## config.mk

```make
export PLATFORM = sky130hd
export DESIGN_NAME = ram_1w1r_be
export DESIGN_NICKNAME = d
export VERILOG_FILES = /design/src/rtl/ram_1w1r_be.sv
export SDC_FILE = /design/constraint.sdc
export NUM_CORES = 1
export LEC_CHECK = 0
export CORE_MARGIN = 8
export CORE_UTILIZATION = 44
export DETAILED_ROUTE_END_ITERATION = 16
export PLACE_DENSITY = 0.72
export SKIP_CTS_REPAIR_TIMING = 1
export SLEW_MARGIN = 25
export SYNTH_ARGS = -nofsm -noshare
export SYNTH_HDL_FRONTEND = slang
export SYNTH_SLANG_ARGS = --single-unit
```

## constraint.sdc

```tcl
create_clock -name clk -period 2.6 [get_ports clk]
set_input_delay 0.39 -clock clk [delete_from_list [all_inputs] [get_ports clk]]
set_output_delay 0.39 -clock clk [all_outputs]
set_load 0.005 [all_outputs]
```

## src/rtl/ram_1w1r_be.sv

```systemverilog
// ram_1w1r_be: single-clock 1W1R RAM with byte enables, optional output register, RDW bypass and post-reset zero fill
module ram_1w1r_be #(
  parameter int DATA_W     = 16,
  parameter int DEPTH      = 16,
  parameter int ADDR_W     = $clog2(DEPTH),
  parameter int BYTE_W     = 8,
  parameter bit OUT_REG    = 1'b0,
  parameter bit RDW_MODE   = 1'b0,
  parameter bit INIT_CLEAR = 1'b1
) (
  input  logic                     clk,
  input  logic                     rst_n,
  output logic                     init_busy,
  input  logic                     we,
  input  logic [ADDR_W-1:0]        w_addr,
  input  logic [DATA_W-1:0]        w_data,
  input  logic [DATA_W/BYTE_W-1:0] w_be,
  input  logic                     re,
  input  logic [ADDR_W-1:0]        r_addr,
  output logic [DATA_W-1:0]        r_data,
  output logic                     r_valid
);
  localparam int NBE = DATA_W / BYTE_W;
  localparam logic [ADDR_W:0] DEPTH_L = (ADDR_W+1)'(DEPTH);
  localparam logic [ADDR_W-1:0] LAST = ADDR_W'(DEPTH - 1);
  typedef enum logic {CLEAR, DONE} state_t;
  state_t state, state_nx;
  logic [ADDR_W-1:0] cnt;
  logic [DATA_W-1:0] mem [DEPTH];
  logic [DATA_W-1:0] r_word, d1, d2;
  logic w_ok, r_ok, r_hit, r_acc, v1, v2;
  if (DATA_W % BYTE_W != 0 || DEPTH < 2) begin : g_bad_params
    $error("ram_1w1r_be: DATA_W must be a multiple of BYTE_W and DEPTH >= 2");
  end
  always_comb begin
    state_nx = state;
    init_busy = 1'b0;
    if (state == CLEAR) begin
      init_busy = 1'b1;
      state_nx = (cnt == LAST) ? DONE : CLEAR;
    end
  end
  always_ff @(posedge clk or negedge rst_n)
    if (!rst_n) begin
      state <= INIT_CLEAR ? CLEAR : DONE;
      cnt <= '0;
    end else begin
      state <= state_nx;
      if (init_busy) cnt <= cnt + 1'b1;
    end
  assign w_ok = we && !init_busy && ({1'b0, w_addr} < DEPTH_L);
  assign r_ok = {1'b0, r_addr} < DEPTH_L;
  assign r_hit = RDW_MODE && w_ok && (w_addr == r_addr);
  assign r_acc = re && !init_busy;
  // new-data mode merges the enabled write lanes over the stored word
  always_comb begin
    r_word = r_ok ? mem[r_addr] : '0;
    for (int i = 0; i < NBE; i++)
      if (r_hit && w_be[i]) r_word[i*BYTE_W +: BYTE_W] = w_data[i*BYTE_W +: BYTE_W];
  end
  always_ff @(posedge clk)
    if (init_busy) mem[cnt] <= '0;
    else if (w_ok)
      for (int i = 0; i < NBE; i++)
        if (w_be[i]) mem[w_addr][i*BYTE_W +: BYTE_W] <= w_data[i*BYTE_W +: BYTE_W];
  always_ff @(posedge clk or negedge rst_n)
    if (!rst_n) begin
      v1 <= 1'b0;
      d1 <= '0;
      v2 <= 1'b0;
      d2 <= '0;
    end else begin
      v1 <= r_acc;
      if (r_acc) d1 <= r_word;
      v2 <= v1;
      if (v1) d2 <= d1;
    end
  assign r_valid = OUT_REG ? v2 : v1;
  assign r_data = OUT_REG ? d2 : d1;
endmodule
```

==> metrics.txt <==
synthesized flop and latch total=278; Avg Inst Size Synth=~16 sq um; final instance area=13250 sq um; Post-synth EDFFs=256; total track usage=around 15%; Worst Setup Path Type=register to register; Top Usage Layer GRT=met2; Detailed Place HPWL=between 15000 and 20000 um; CTS buffer count=27; max-cap violation count=0; CTS H-tree depth=1; Slew HR=38.77%; final period utilization=83.65%; Synth Flop Type=edfxtp_1; die area=30580 sq um; top cell type's share of synthesized area=69.23%; met2 Use GR=24.19%; Pre-antenna DRT Iters=5; Post-synth ARST share=7.914%; number of DRC markers in iteration 0=440; RSZ-0062 raised after global routing=no; worst vdd ir=0.4611 mV; IO Port Bufs=47; Ys Warns=0; DRT Wirelength=23070 um; non-filler cells, final=about 1.1k; Setup crit end kind=register; core area=roughly 25000 sq um; Final GP Congestion=~0.8; final setup fails=0; Skew-Pair Late Insertion Delay=about 0.53 ns; WP data arrival=2.32 ns; Final Max Slew Viols=0; Syn Std Cell Area=11100 sq um; Clock Skew=0.01017 ns; Root Buffer=clkbuf_16; Post-Place Setup Slack=-0.09122 ns; Clk pin slew, worst setup/hold paths=0.06 ns; Clock Tree Buf Depth=3; largest cells by area after synthesis=edfxtp_1 (69%), mux2i_1 (12%), dfrtp_1 (5.0%), a22oi_1 (3.2%), nand2_1 (2.0%); Fmax=459.8 MHz; Tmin final=2.175 ns; n_diodes=0; Placed Instances=1089; met1 Use GR=20.31%; status=finished clean; DR DRC count=0; Die Y=174.9 um; DR WL/cell=20.25 um; IO Count=48; Tot Pwr=9.489 mW; M3 GR Usage=2.310%; Netlist cell types=26; initial core utilization=44.48%; syn nets=about 700; # rows=58; CTS Sinks=278; share of cells above drive strength 1=14.59%; final hold vios=0; Leakage Power=5.198 nW; Final ANT Viol Nets=0; Area after DPL=approximately 12000 sq um; die width=174.9 um; worst setup margin=0.4252 ns; TritonCTS clock tree=done; pwr/cell area=about 720 nW/um^2; Hold Crit Class=primary input to asynchronous set/reset pin; total number of vias=6044; Post-Syn Instances=689; WP data required=2.75 ns; Final Net Count=819; antenna violations before repair=0; leading area contributor after synthesis=edfxtp_1; Seq/Total Area, Yosys=74.19%; area grow syn2layout=19.36%; first-pass GRT wire length=about 35000 um; Worst Tran Pin Value=a little over 0.9 ns; largest net degree at the start of global routing=between 40 and 50; vias per inst=5.306; global route overflow=0; CP Launch Type=register; vias in the first global route=between 6k and 7k; CP Max Fanout=8
## flip-flops by register name, summed over array words and instances (netlist names)
signal	flops
mem	256
r_data	16
cnt	4
r_valid	1
state	1
## routing by layer
metal	vias up	share of wire, %
met5	-	0
met4	0	2.1
met3	36	4.4
met2	152	48
met1	3015	46
li1	2841	-
## per-stage QoR
stage | util, % | setup TNS [ns] | hold slack [ns]
after floorplan | - | 0 | 0.09441
after global placement | 49.41 | 0 | 0.4673
after detailed placement | 49.41 | -2.052 | 0.4695
after CTS | 53.09 | 0 | 0.2520
after global routing | 53.09 | 0 | 0.2779
final | 53.09 | 0 | 0.2506
## path summary, 6_finish.rpt
kind                                 start         end  slack (ns)  cells after the start
min in group clk                r_data[15]  r_data[15]        0.48                      2
worst min-delay path                 rst_n   r_data[9]        0.25                      2
worst max register to register       state  mem[10][1]        0.43                      4
worst min register to register  r_data[15]  r_data[15]        0.48                      2
worst max-delay path                 state  mem[10][1]        0.43                      4
max in group asynchronous            rst_n   r_data[6]        2.07                      2
## cells in the mapped netlist (all sizes together), types with 2 or more instances
cell type  number
edfxtp        256
mux2i         134
nand2          58
a22oi          48
nor2           38
nand3          33
dfrtp          22
buf            21
and2           17
nand4          17
clkbuf         16
nor2b          10
a21o            6
mux2            3
xnor2           3
inv             2
nand2b          2
## where the power goes
part	switching [mW]	internal, mW
clock	1.59	2.36
sequential	0.0185	4.93
combinational	0.331	0.265
## cells by family (layout without fill, tap and decap cells)
family | count (synthesis) | after routing | share of synthesized area [%]
flops | 278 | 278 | 74.19
fa+ha+maj | 1 | 1 | 0.1127
compound gates | 55 | 55 | 3.741
mux | 137 | 137 | 12.52
simple gates | 176 | 176 | 7.448
buf+inv | 39 | 159 | 1.758
xor+xnor | 3 | 3 | 0.2367
## area by class of cell
class / count / area (sq um)
clock buffer: 35 / 755.7
clock inverter: 15 / 163.9
fill: 1975 / 11710
inverter: 2 / 7.507
multi-input combinational: 372 / 2679
sequential: 278 / 8238
tap: 330 / 412.9
timing repair buffer: 107 / 997.2
## worst max-delay path, stage by stage (launching register included)
cell and delay, ns:
dfrtp_1 0.37, o211a_1 0.31, mux2i_1 0.14, a21o_1 0.25, nor2_1 0.72
## cell usage in the layout, fill, tap and decap left out, types with 2 or more instances in the layout
cell             count
xnor2_1              3
bufinv_16            3
nor2_1              37
nor2b_2              2
inv_1                2
a22oi_1             48
mux2_2               2
buf_12               6
nor2b_1              8
buf_4               54
nand2_1             58
and2_1              17
clkinv_2             8
clkbuf_16           27
inv_6                3
dfrtp_1             22
clkbuf_1             3
clkbuf_8             5
edfxtp_1           256
nand4_1             17
clkdlybuf4s50_1     46
mux2i_2              3
nand3_1             33
mux2i_1            131
a21o_1               6
Note: power is estimated with default switching activity, not from simulation.
